$ cat config.mk
export PLATFORM = sky130hd
export DESIGN_NAME = ps2_key_voice
export DESIGN_NICKNAME = d
export VERILOG_FILES = /design/src/rtl/ps2_key_voice.sv
export SDC_FILE = /design/constraint.sdc
export NUM_CORES = 1
export LEC_CHECK = 0
export BUFFER_PORTS_ARGS = -buffer_cell sky130_fd_sc_hd__buf_2
export CORE_MARGIN = 3
export CORE_UTILIZATION = 45
export DETAILED_ROUTE_END_ITERATION = 6
export SYNTH_ARGS = -nofsm -noshare
export SYNTH_HDL_FRONTEND = slang
export SYNTH_SLANG_ARGS = --single-unit
$ cat constraint.sdc
create_clock -name sys_clk -period 4.13 [get_ports sys_clk]
set_input_delay 0.826 -clock sys_clk [delete_from_list [all_inputs] [get_ports sys_clk]]
set_output_delay 0.826 -clock sys_clk [all_outputs]
set_load 0.02 [all_outputs]
$ cat src/rtl/ps2_key_voice.sv
// Two-voice square-wave synth with linear attack/release envelopes, mixed to one signed 16-bit sample.
// Latency: sample_out/sample_valid two cycles after sample_tick; no backpressure (ticks must be >=3 cycles apart).
module ps2_key_voice #(
    parameter int unsigned ATK_STEP = 8,
    parameter int unsigned REL_STEP = 2
) (
    input  logic               sys_clk,
    input  logic               reset,
    input  logic               key1_on,
    input  logic [7:0]         key1_code,
    input  logic               key2_on,
    input  logic [7:0]         key2_code,
    input  logic               sample_tick,
    output logic signed [15:0] sample_out,
    output logic               sample_valid,
    output logic [1:0]         voice_active
);

    typedef enum logic [1:0] {IDLE, ATTACK, SUSTAIN, RELEASE} env_t;

    localparam logic [7:0] CODE_NONE = 8'hf0;
    localparam logic [8:0] ATK_INC   = 9'(ATK_STEP);
    localparam logic [8:0] REL_DEC   = 9'(REL_STEP);

    // Phase increments for C4..G5 at 48 kHz with a 16-bit accumulator
    function automatic logic [15:0] code_inc(input logic [7:0] code);
        case (code)
            8'h1c: code_inc = 16'd357;
            8'h1d: code_inc = 16'd378;
            8'h1b: code_inc = 16'd401;
            8'h24: code_inc = 16'd425;
            8'h23: code_inc = 16'd450;
            8'h2b: code_inc = 16'd477;
            8'h2c: code_inc = 16'd505;
            8'h34: code_inc = 16'd535;
            8'h35: code_inc = 16'd567;
            8'h33: code_inc = 16'd601;
            8'h3b: code_inc = 16'd636;
            8'h43: code_inc = 16'd674;
            8'h42: code_inc = 16'd714;
            8'h44: code_inc = 16'd757;
            8'h4b: code_inc = 16'd802;
            8'h4d: code_inc = 16'd850;
            8'h4c: code_inc = 16'd900;
            8'h52: code_inc = 16'd954;
            8'h5b: code_inc = 16'd1010;
            8'h15: code_inc = 16'd1070;
            default: code_inc = 16'd0;
        endcase
    endfunction

    logic [1:0]        on_meta;
    logic [1:0]        on_sync;
    logic [1:0]        on_prev;
    logic [7:0]        key_code [2];
    logic signed [9:0] voice_val [2];
    logic [1:0]        active;
    logic signed [9:0] mix_sum;
    logic              tick_d;

    assign key_code[0] = key1_code;
    assign key_code[1] = key2_code;

    always_ff @(posedge sys_clk or negedge reset) begin
        if (!reset) begin
            on_meta <= 2'b00;
            on_sync <= 2'b00;
            on_prev <= 2'b00;
        end else begin
            on_meta <= {key2_on, key1_on};
            on_sync <= on_meta;
            on_prev <= on_sync;
        end
    end

    for (genvar v = 0; v < 2; v++) begin : g_voice
        env_t        state_q, state_d;
        logic [7:0]  amp_q, amp_d;
        logic [7:0]  code_q, code_d;
        logic [15:0] phase_q;
        logic [8:0]  amp_up, amp_dn;
        logic        pressed;

        // Code is only trusted once the synced key has been high two cycles
        assign pressed = on_sync[v] & on_prev[v] & (code_inc(key_code[v]) != 16'd0);
        assign amp_up  = {1'b0, amp_q} + ATK_INC;
        assign amp_dn  = {1'b0, amp_q} - REL_DEC;

        always_comb begin
            state_d = state_q;
            amp_d   = amp_q;
            code_d  = code_q;
            case (state_q)
                IDLE: begin
                    if (pressed) begin
                        state_d = ATTACK;
                        code_d  = key_code[v];
                    end
                end
                ATTACK: begin
                    if (sample_tick)
                        amp_d = amp_up[8] ? 8'd255 : amp_up[7:0];
                    if (!pressed) begin
                        state_d = RELEASE;
                    end else begin
                        code_d = key_code[v];
                        if (sample_tick && (amp_up[8] || amp_up[7:0] == 8'hff))
                            state_d = SUSTAIN;
                    end
                end
                SUSTAIN: begin
                    if (!pressed)
                        state_d = RELEASE;
                    else
                        code_d = key_code[v];
                end
                RELEASE: begin
                    if (sample_tick)
                        amp_d = amp_dn[8] ? 8'd0 : amp_dn[7:0];
                    // Retrigger resumes the ramp from the current amplitude
                    if (pressed) begin
                        state_d = ATTACK;
                        code_d  = key_code[v];
                    end else if (sample_tick && (amp_dn[8] || amp_dn[7:0] == 8'd0)) begin
                        state_d = IDLE;
                        code_d  = CODE_NONE;
                    end
                end
                default: state_d = IDLE;
            endcase
        end

        always_ff @(posedge sys_clk or negedge reset) begin
            if (!reset) begin
                state_q <= IDLE;
                amp_q   <= 8'd0;
                code_q  <= CODE_NONE;
                phase_q <= 16'd0;
            end else begin
                state_q <= state_d;
                amp_q   <= amp_d;
                code_q  <= code_d;
                if (sample_tick)
                    phase_q <= phase_q + code_inc(code_q);
            end
        end

        assign active[v]    = (state_q != IDLE);
        assign voice_val[v] = (state_q == IDLE) ? 10'sd0 :
                              phase_q[15] ? -$signed({2'b00, amp_q}) : $signed({2'b00, amp_q});
    end

    assign mix_sum      = voice_val[0] + voice_val[1];
    assign voice_active = active;

    always_ff @(posedge sys_clk or negedge reset) begin
        if (!reset) begin
            tick_d       <= 1'b0;
            sample_valid <= 1'b0;
            sample_out   <= 16'sd0;
        end else begin
            tick_d       <= sample_tick;
            sample_valid <= tick_d;
            if (tick_d)
                sample_out <= {mix_sum, 6'b000000};
        end
    end

endmodule
==> summary.txt, run 1 <==
Status
  • Status: completed

Synth
  • Post-synth EDFFs: 0
  • Asr flop ratio synth: 1.00
  • Yosys warning total: 0
  • Area fraction of the dominant cell type after synthesis: 0.255
  • Synth Instances: ~940
  • Sequential-to-total area share from yosys stat: 0.282
  • Primary FF master, synth: dfrtp_1
  • Distinct cells, synth: 81
  • Ranking of synthesized cells by area: dfrtp_1 25%, ha_1 8.7%, o21ai_0 4.0%, nor2_1 3.7%, a21oi_1 3.6%
  • Synth area leader: dfrtp_1
  • FF+latch count, synth: 86
  • Most frequent cells after synthesis: 78 x dfrtp_1, 75 x nor2_1, 71 x nand2_1
  • Post-Syn Area: approximately 7700 µm²
  • Cell with the most instances after synthesis: dfrtp_1
  • Synthesized area per cell: 8.18 µm²

Run
  • Max-Cap Viols: 0

STA
  • Fin. max-slew vios: 0
  • Relative slew slack: 0.332
  • RSZ-0062 raised after global routing: no
  • Measured slew at the worst slew-check pin: 1.00 ns
  • Fmax: around 270 MHz
  • Setup TNS: 0 ns
  • Final Hold Fails: 0
  • Fin crit share: 0.900
  • Skew final: ~0.0096 ns
  • Tmin final: ~3.7 ns
  • # setup viols final: 0
  • Final hold slack: around 0.35 ns

Clock network
  • CTS hold repair buffers: 0
  • Root buf cell: clkbuf_16
  • CTS buffer count: 9
  • Worst skew pair latency: roughly 0.35 ns
  • CTS tree: done
  • Reg clk slew, reported paths: around 0.06 ns
  • Cts repair resizes: 0
  • Clock Path Buffers: 2
  • Clk sink count: 86
  • Setup bufs post-CTS: 0
  • H-tree depth: 3

Routing
  • Vias: around 6800
  • DR iter-0 viols: between 500 and 600
  • DR vias/cell: about 5.8
  • Per-cell routed wire length: 15.6 µm
  • DRT Pass-1 Iters: 5
  • Final ANT Viol Nets: 0
  • Routed WL: between 15 and 20 mm
  • Post-route DRC violation count: 0

Placed design
  • Placed insts: roughly 1100
  • Routability cong.: 0.887
  • Number of port buffers: 33
  • DP Area: just under 8000 µm²
  • DP Wirelength: between 10 and 15 mm

Power
  • Pleak: around 3.6 nW
  • Max VDD drop: roughly 430 µV
  • Pwr dens: around 630 nW/µm²
  • Pwr Total: 0.00521 W

Worst setup path
  • Worst path arrival time: ~4.0 ns
  • WS Path Type: flop to flop
  • CP Max Fanout: 12
  • Worst setup SP type: flop
  • Worst Path Required: roughly 4.4 ns
  • Critical Path End Type: flop

Global route
  • First-pass GRT wire length: roughly 30 mm
  • Vias in the first global route: between 6000 and 7000
  • Pin count of the biggest net entering global routing: 77
  • Gr ovfl total: 0
  • Initial antenna violation count: 0
  • Gr usage total: 0.198

Cells and area
  • Area grow syn2layout: 7.28%
  • Layout Nets: just over 1000
  • Antenna diodes: 0
  • Finished Layout Cells: approximately 1200
  • Design area: roughly 8000 µm²
  • Share of cells above drive strength 1: 0.105

Floorplanning
  • Starting Density: 0.461
  • Chip width: between 100 and 150 µm
  • Die area: about 19000 µm²
  • Core area: ~17000 µm²
  • Cell row count: 47
  • IO Pins: 40
  • Die height: about 140 µm

Hold path
  • Hold Crit Class: flop to flop
[final cells by class]
class / instances / area [µm²]
fill: 1619 / 8420
multi-input combinational: 740 / 5010
sequential: 86 / 2160
tap: 220 / 275
timing repair buffer: 46 / 265
clock buffer: 12 / 246
inverter: 55 / 206
clock inverter: 4 / 56.3
[cells by family (layout without fill, tap and decap cells)]
family,Yosys count,after routing,synth area share
simple gates,324,324,0.217
compound gates,285,285,0.254
buf+inv,116,117,0.0666
flops,86,86,0.282
fa+ha+maj,56,56,0.0944
xor+xnor,45,45,0.0514
mux,24,24,0.0340
other cells,1,6,0.000489
[stage by stage]
| step | utilization | worst slack (ns) |
|---|---|---|
| finish | 0.494 | 0.412 |
| detailed placement | 0.476 | 0.472 |
| global route | 0.494 | 0.0889 |
| CTS | 0.494 | 0.430 |
| floorplan | - | 0.506 |
| global placement | 0.476 | 0.575 |
[power breakdown]
| part | internal, W | switching [W] |
|---|---|---|
| clock network | 0.000490 | 0.000352 |
| logic | 0.00119 | 0.00158 |
| registers | 0.00115 | 0.000449 |
[metal layers]
metal	global-route usage	up-vias	wire length (µm)
li1	-	3433	-
met1	0.286	3176	9100
met2	0.310	144	8220
met3	0.0408	12	648
met4	0.0392	0	138
met5	0	-	0
[worst paths after layout]
| kind | slack, ns | from | end | depth (start not counted) |
|---|---|---|---|---|
| max | 0.41 | g_voice[0].code_q[4] | g_voice[0].phase_q[8] | 15 |
| min | 0.35 | on_meta[0] | on_sync[0] | 0 |
| max reg2reg | 0.41 | g_voice[0].code_q[4] | g_voice[0].phase_q[8] | 15 |
| min reg2reg | 0.35 | on_meta[0] | on_sync[0] | 0 |
| max in group asynchronous | 2.67 | reset | g_voice[1].code_q[6] | 2 |
| min in group asynchronous | 0.65 | reset | g_voice[1].code_q[1] | 1 |
[cells in the final DEF, fill, tap and decap left out, drive strengths merged, types with 9 or more instances in the layout]
master	instances
nand2	71
a22o	10
buf	46
nor3	43
clkbuf	12
a31oi	15
mux2	16
nor3b	17
o21a	11
a21o	17
ha	53
inv	55
o21ai	64
a22oi	9
xor2	18
dfrtp	78
and3	9
nor2b	19
a21oi	55
xnor2	27
a211oi	11
nor2	77
o31ai	13
nand4	12
nand3	25
[critical path, cell delays in order, from the launching register on]
cell	delay, ns
dfstp_2	0.66
inv_1	0.18
nor4_1	0.32
buf_4	0.20
a41oi_1	0.12
o32ai_1	0.33
ha_1	0.22
inv_1	0.05
fa_1	0.39
nor2b_1	0.13
o21ai_0	0.10
a21boi_0	0.19
buf_4	0.16
o211ai_1	0.10
a2111o_1	0.42
nand3_1	0.07
[registers in the layout, indices dropped and copies added, names as in the netlist]
register         flops
g_voice.code_q      16
on_prev              2
on_sync              2
on_meta              2
g_voice.amp_q       16
g_voice.phase_q     32
tick_d               1
sample_out          10
g_voice.state_q      4
sample_valid         1
No activity file was read; power rests on OpenSTA's default activity.
==> inputs of run 2 (changes only) <==
--- a/config.mk
+++ b/config.mk
@@ -6,9 +6,13 @@
 export NUM_CORES = 1
 export LEC_CHECK = 0
 export BUFFER_PORTS_ARGS = -buffer_cell sky130_fd_sc_hd__buf_2
+export CAP_MARGIN = 10
+export CELL_PAD_IN_SITES_DETAIL_PLACEMENT = 1
+export CELL_PAD_IN_SITES_GLOBAL_PLACEMENT = 2
 export CORE_MARGIN = 3
-export CORE_UTILIZATION = 45
+export CORE_UTILIZATION = 38
 export DETAILED_ROUTE_END_ITERATION = 6
+export PLACE_DENSITY_LB_ADDON = 0.1
 export SYNTH_ARGS = -nofsm -noshare
 export SYNTH_HDL_FRONTEND = slang
 export SYNTH_SLANG_ARGS = --single-unit
==> summary.txt, run 2 (synthesis results as in run 1) <==
Global route
  • Gr usage total: 0.206 (was 0.198)
  • Vias in the first global route: 7369 (was 6178)
  • Initial antenna violation count: 0 (unchanged)
  • First-pass GRT wire length: 37.5 mm (was 30.4 mm)
  • Gr ovfl total: 0 (unchanged)
  • Pin count of the biggest net entering global routing: 75 (was 77)

Routing
  • Final ANT Viol Nets: 0 (unchanged)
  • Max layer used: met4 (unchanged)
  • Post-route DRC violation count: 0 (unchanged)
  • Met2 WL post-DR: 10.5 mm (was 8.22 mm)
  • Per-cell routed wire length: 18.2 µm (was 15.6 µm)
  • DR vias/cell: 5.88 (was 5.82)
  • Vias: 7111 (was 6765)
  • Met3 wire length: 530 µm (was 648 µm)
  • Met1 WL: 10.6 mm (was 9.10 mm)
  • DRT Pass-1 Iters: 5 (unchanged)
  • Routed WL: 22.0 mm (was 18.1 mm)
  • DR iter-0 viols: 308 (was 545)

Clock network
  • Worst skew pair latency: 0.35 ns (about the same)
  • Clock Path Buffers: 2 (unchanged)
  • CTS tree: done (unchanged)
  • Reg clk slew, reported paths: 0.07 ns (was 0.06 ns)
  • Clk sink count: 86 (unchanged)
  • CTS buffer count: 9 (unchanged)
  • H-tree depth: 3 (unchanged)
  • Setup bufs post-CTS: 0 (unchanged)
  • CTS hold repair buffers: 0 (unchanged)
  • Root buf cell: clkbuf_16 (unchanged)

STA
  • # setup viols final: 0 (unchanged)
  • Fin worst setup slack: 0.382 ns (was 0.412 ns)
  • Setup TNS: 0 ns (unchanged)
  • Relative slew slack: 0.329 (was 0.332)
  • Fin crit share: 0.908 (was 0.900)
  • Tmin final: 3.75 ns (was 3.72 ns)
  • RSZ-0062 raised after global routing: no (unchanged)
  • Fmax: 267 MHz (was 269 MHz)
  • Measured slew at the worst slew-check pin: 1.01 ns (was 1.00 ns)
  • Final Hold Fails: 0 (unchanged)
  • Fin. max-slew vios: 0 (unchanged)
  • Skew final: 0.00858 ns (was 0.00955 ns)

Cells and area
  • Largest registers: g_voice.phase_q (32), g_voice.amp_q (16), g_voice.code_q (16) (unchanged)
  • Max reg flops: 32 (unchanged)
  • Sequential cell area: 2160 µm² (about the same)
  • Top reg by flops: g_voice.phase_q (unchanged)
  • Area of the multi-input gates: 5020 µm² (was 5010 µm²)
  • Fillers: 2432 (was 1619)
  • Share of cells above drive strength 1: 0.111 (was 0.105)
  • Layout Nets: 1016 (was 1015)
  • Utilization after layout: 0.421 (was 0.494)
  • Commonest non-fill, non-tap cell in the layout: dfrtp_1 (unchanged)
  • Area grow syn2layout: 8.03% (was 7.28%)
  • Commonest cells after routing, fill and taps aside: 77 x dfrtp_1, 75 x nor2_1, 71 x nand2_1 (was 78 x dfrtp_1, 75 x nor2_1, 71 x nand2_1)
  • Antenna diodes: 0 (unchanged)

Placed design
  • Routability cong.: 0.897 (was 0.887)
  • DP Wirelength: 16.3 mm (was 13.0 mm)
  • Number of port buffers: 33 (unchanged)
  • Place WS: 0.322 ns (was 0.472 ns)

Floorplanning
  • Die height: 148 µm (was 137 µm)
  • IO Pins: 40 (unchanged)
  • Starting Density: 0.390 (was 0.461)
  • Chip width: 148 µm (was 137 µm)
  • Die area: 21900 µm² (was 18600 µm²)
  • Core area: 19700 µm² (was 16600 µm²)
  • Cell row count: 51 (was 47)

Power
  • Pwr Total: 0.00532 W (was 0.00521 W)
  • Pleak: 3.61 nW (was 3.60 nW)
  • Max VDD drop: 409 µV (was 429 µV)
  • Pwr dens: 642 nW/µm² (was 634 nW/µm²)

Worst setup path
  • WS Path Type: flop to flop (unchanged)
  • CP Max Fanout: 12 (unchanged)
  • Worst Path Required: 4.39 ns (was 4.42 ns)
  • Critical Path End Type: flop (unchanged)
  • Worst setup SP type: flop (unchanged)
  • Worst path arrival time: 4.01 ns (was 4.00 ns)
  • Top cell family by delay on the critical path: compound AO/OA/AOI/OAI gates (unchanged)
  • Crit-path cells: inv_1 -> nor2_1 -> o21ai_0 -> nor4_1 -> a31oi_1 -> o31ai_1 -> ha_1 -> nor2b_1 -> o21ai_0 -> a21boi_0 -> buf_4 -> o2111a_1 -> o31a_1 -> o31ai_1 (was inv_1 -> nor4_1 -> buf_4 -> a41oi_1 -> o32ai_1 -> ha_1 -> inv_1 -> fa_1 -> nor2b_1 -> o21ai_0 -> a21boi_0 -> buf_4 -> o211ai_1 -> a2111o_1 -> nand3_1)
  • Slowest stage delay, CP: 0.66 ns (about the same)
  • Slowest library cell on the worst path: dfstp_2 (unchanged)
  • CP Buf/Inv Count: 2 (was 4)

Run
  • Max-Cap Viols: 0 (unchanged)

Hold path
  • Hold Crit Class: flop to flop (unchanged)

Status
  • Status: completed (unchanged)
==> run 2: cell types whose count changed in the layout (fill, tap and decap cells not counted), moves of 2 or more <==
cell / delta
clkbuf_1: -2
clkinv_4: -2
clkinv_2: +4
clkbuf_8: +2
==> run 2: per-layer routing <==
layer  vias to the layer above  track usage
met3                        20       0.0285
met2                        93        0.339
met4                         0       0.0503
met5                         -            0
met1                      3569        0.287
li1                       3429            -
==> run 2: metrics by stage <==
| stage | hold WS (ns) | cells | instance area [µm²] |
|---|---|---|---|
| floorplan | 0.331 | 942 | 7680 |
| global placement | 0.338 | 1193 | 7980 |
| detailed placement | 0.337 | 1193 | 7980 |
| CTS | 0.357 | 1209 | 8270 |
| global route | 0.357 | 1209 | 8280 |
| finish | 0.355 | 1209 | 8280 |
==> run 2: cell type report <==
cell class | instances | share of cell area
multi-input combinational | 740 | 0.606
inverter | 55 | 0.0249
clock buffer | 12 | 0.0322
clock inverter | 4 | 0.00242
timing repair buffer | 47 | 0.0329
tap | 265 | 0.0400
sequential | 86 | 0.261
==> run 2: final timing paths <==
kind | start | end | slack [ns] | depth (start not counted)
setup / recovery | g_voice[0].code_q[4] | g_voice[0].phase_q[10] | 0.38 | 14
hold / removal | on_meta[0] | on_sync[0] | 0.36 | 0
setup reg to reg | g_voice[0].code_q[4] | g_voice[0].phase_q[10] | 0.38 | 14
hold reg to reg | on_meta[0] | on_sync[0] | 0.36 | 0
max in group asynchronous | reset | g_voice[0].state_q[0] | 2.70 | 2
min in group asynchronous | reset | g_voice[1].phase_q[0] | 0.65 | 1
==> run 2: where the power goes <==
group | internal [W] | leakage (nW) | total (W) | switching [W]
registers | 0.00115 | 1.01 | 0.00161 | 0.000466
clock network | 0.000454 | 0.148 | 0.000811 | 0.000358
logic | 0.00120 | 2.44 | 0.00289 | 0.00169
==> run 2: what timing repair did <==
| action | 4_1_cts | 5_1_grt |
|---|---|---|
| endpoints found under the hold margin | 0 | 0 |
| endpoints found under the setup margin | 0 | 4 |
| gates resized for setup | 0 | 3 |
==> inputs of run 3 (changes only) <==
--- a/config.mk
+++ b/config.mk
@@ -12,6 +12,7 @@
 export CORE_MARGIN = 3
 export CORE_UTILIZATION = 38
 export DETAILED_ROUTE_END_ITERATION = 6
+export MAX_ROUTING_LAYER = met4
 export PLACE_DENSITY_LB_ADDON = 0.1
 export SYNTH_ARGS = -nofsm -noshare
 export SYNTH_HDL_FRONTEND = slang
==> summary.txt, run 3 (synthesis results as in run 1) <==
Routing
  • Final ANT Viol Nets: 0 (unchanged)
  • DR iter-0 viols: 309 (was 308)
  • Vias: 7102 (was 7111)
  • Per-cell routed wire length: 17.8 µm (was 18.2 µm)
  • DRT Pass-1 Iters: 4 (was 5)
  • DR vias/cell: 5.86 (was 5.88)
  • Met3 wire length: 551 µm (was 530 µm)
  • Met1 WL: 10.8 mm (was 10.6 mm)
  • Met2 WL post-DR: 9.89 mm (was 10.5 mm)
  • Routed WL: 21.5 mm (was 22.0 mm)
  • Post-route DRC violation count: 0 (unchanged)
  • Max layer used: met4 (unchanged)

STA
  • RSZ-0062 raised after global routing: no (unchanged)
  • Final hold slack: 0.305 ns (was 0.355 ns)
  • Skew final: 0.0129 ns (was 0.00858 ns)
  • Tmin final: 3.72 ns (was 3.75 ns)
  • Setup TNS: 0 ns (unchanged)
  • # setup viols final: 0 (unchanged)
  • Final Hold Fails: 0 (unchanged)
  • Fmax: 269 MHz (was 267 MHz)
  • Measured slew at the worst slew-check pin: 0.662 ns (was 1.01 ns)
  • Fin. max-slew vios: 0 (unchanged)
  • Fin crit share: 0.900 (was 0.908)
  • Relative slew slack: 0.556 (was 0.329)

Cells and area
  • Area grow syn2layout: 7.87% (was 8.03%)
  • Commonest non-fill, non-tap cell in the layout: dfrtp_1 (unchanged)
  • Design area: 8270 µm² (was 8280 µm²)
  • Antenna diodes: 0 (unchanged)
  • Largest registers: g_voice.phase_q (32), g_voice.amp_q (16), g_voice.code_q (16) (unchanged)
  • Share of cells above drive strength 1: 0.108 (was 0.111)
  • Commonest cells after routing, fill and taps aside: 78 x dfrtp_1, 75 x nor2_1, 71 x nand2_1 (was 77 x dfrtp_1, 75 x nor2_1, 71 x nand2_1)
  • Top reg by flops: g_voice.phase_q (unchanged)
  • Layout Nets: 1018 (was 1016)
  • Max reg flops: 32 (unchanged)

Worst setup path
  • Worst path arrival time: 4.01 ns (about the same)
  • Crit-path cells: or3b_2 -> nor2_1 -> buf_4 -> nor3_1 -> o32ai_1 -> ha_1 -> inv_1 -> fa_1 -> nor2b_1 -> o21ai_0 -> a21boi_0 -> buf_4 -> o211ai_1 -> a2111o_1 -> nand3_1 (was inv_1 -> nor2_1 -> o21ai_0 -> nor4_1 -> a31oi_1 -> o31ai_1 -> ha_1 -> nor2b_1 -> o21ai_0 -> a21boi_0 -> buf_4 -> o2111a_1 -> o31a_1 -> o31ai_1)
  • Slowest library cell on the worst path: dfstp_2 (unchanged)
  • CP Depth: 15 (was 14)
  • WS Path Type: flop to flop (unchanged)
  • Worst setup SP type: flop (unchanged)
  • Worst Path Required: 4.42 ns (was 4.39 ns)
  • Critical Path End Type: flop (unchanged)
  • Reg2reg end: g_voice[0].phase_q[8] (was g_voice[0].phase_q[10])
  • Reg2Reg Setup Slack: 0.41 ns (was 0.38 ns)
  • Most frequent cell on the critical path: buf_4
  • Reg-to-Reg Start: g_voice[0].code_q[6] (was g_voice[0].code_q[4])
  • Top cell family by delay on the critical path: compound AO/OA/AOI/OAI gates (unchanged)
  • Slowest stage delay, CP: 0.65 ns (was 0.66 ns)
  • CP Buf/Inv Count: 3 (was 2)
  • Reg2Reg Depth: 15 (was 14)
  • CP Max Fanout: 12 (unchanged)

Clock network
  • H-tree depth: 3 (unchanged)
  • Worst skew pair latency: 0.35 ns (about the same)
  • Root buf cell: clkbuf_16 (unchanged)
  • CTS hold repair buffers: 0 (unchanged)
  • CTS buffer count: 9 (unchanged)
  • Reg clk slew, reported paths: 0.07 ns (about the same)
  • Cts repair resizes: 0 (unchanged)
  • Clock Path Buffers: 2 (unchanged)
  • CTS tree: done (unchanged)
  • Setup bufs post-CTS: 0 (unchanged)
  • Clk sink count: 86 (unchanged)

Placed design
  • Routability cong.: 0.913 (was 0.897)
  • Number of port buffers: 33 (unchanged)
  • DP Area: 8000 µm² (was 7980 µm²)
  • DP Wirelength: 16.1 mm (was 16.3 mm)

Global route
  • Gr ovfl total: 0 (unchanged)
  • Vias in the first global route: 7231 (was 7369)
  • Gr usage total: 0.204 (was 0.206)
  • Initial antenna violation count: 0 (unchanged)
  • First-pass GRT wire length: 36.5 mm (was 37.5 mm)
  • Pin count of the biggest net entering global routing: 41 (was 75)

Floorplanning
  • Chip width: 148 µm (unchanged)
  • Die height: 148 µm (unchanged)
  • Die area: 21900 µm² (unchanged)
  • IO Pins: 40 (unchanged)
  • Core area: 19700 µm² (unchanged)
  • Starting Density: 0.390 (unchanged)
  • Cell row count: 51 (unchanged)

Run
  • Max-Cap Viols: 0 (unchanged)

Power
  • Pwr dens: 637 nW/µm² (was 642 nW/µm²)
  • Max VDD drop: 316 µV (was 409 µV)
  • Pleak: 3.60 nW (was 3.61 nW)

Status
  • Status: completed (unchanged)

Hold path
  • Hold Crit Class: input pin to asynchronous set/reset pin (was flop to flop)
-- run 3: area by class of cell --
type | instances | area, µm²
sequential | 86 | 2160
inverter | 55 | 206
fill | 2402 | 11400
tap | 265 | 332
multi-input combinational | 740 | 5010
clock inverter | 4 | 22.5
clock buffer | 12 | 246
timing repair buffer | 49 | 288
-- run 3: report_power, final --
part	total [W]	leakage, nW	internal [W]	switching (W)
combinational	0.00288	2.45	0.00121	0.00168
sequential	0.00160	1.02	0.00115	0.000450
clock	0.000785	0.132	0.000423	0.000363
-- run 3: worst max path at each step --
stage	startpoint	to	slack (ns)
6_report	g_voice[0].code_q[6]	g_voice[0].phase_q[8]	0.41
5_1_grt	g_voice[0].code_q[4]	g_voice[0].phase_q[8]	0.04
4_1_cts	g_voice[0].code_q[4]	g_voice[0].phase_q[8]	0.40
3_5_place_dp	g_voice[1].code_q[4]	g_voice[1].phase_q[10]	0.42
3_3_place_gp	g_voice[0].code_q[6]	g_voice[0].phase_q[8]	0.50
2_1_floorplan	g_voice[0].code_q[4]	g_voice[0].phase_q[8]	0.51
-- run 3: worst reg2reg max path, stage by stage (launching register included) --
cell,delay [ns]
dfstp_2,0.65
or3b_2,0.56
nor2_1,0.12
buf_4,0.16
nor3_1,0.06
o32ai_1,0.25
ha_1,0.22
inv_1,0.05
fa_1,0.39
nor2b_1,0.14
o21ai_0,0.11
a21boi_0,0.19
buf_4,0.16
o211ai_1,0.10
a2111o_1,0.43
nand3_1,0.07
-- run 3: per-layer routing --
metal / up-vias / track usage
met1: 3550 / 0.288
met4: 0 / 0.0453
met5: - / -
li1: 3433 / -
met2: 98 / 0.315
met3: 21 / 0.0258
-- run 3: metrics by stage --
step	utilization	worst slack [ns]	total power, W	std cells
2_1_floorplan	-	0.506	0.00374	942
3_5_place_dp	0.407	0.425	0.00449	1195
5_1_grt	0.421	0.0362	0.00576	1211
4_1_cts	0.421	0.402	0.00530	1211
6_report	0.421	0.412	0.00526	1211
3_3_place_gp	0.407	0.500	0.00439	1195
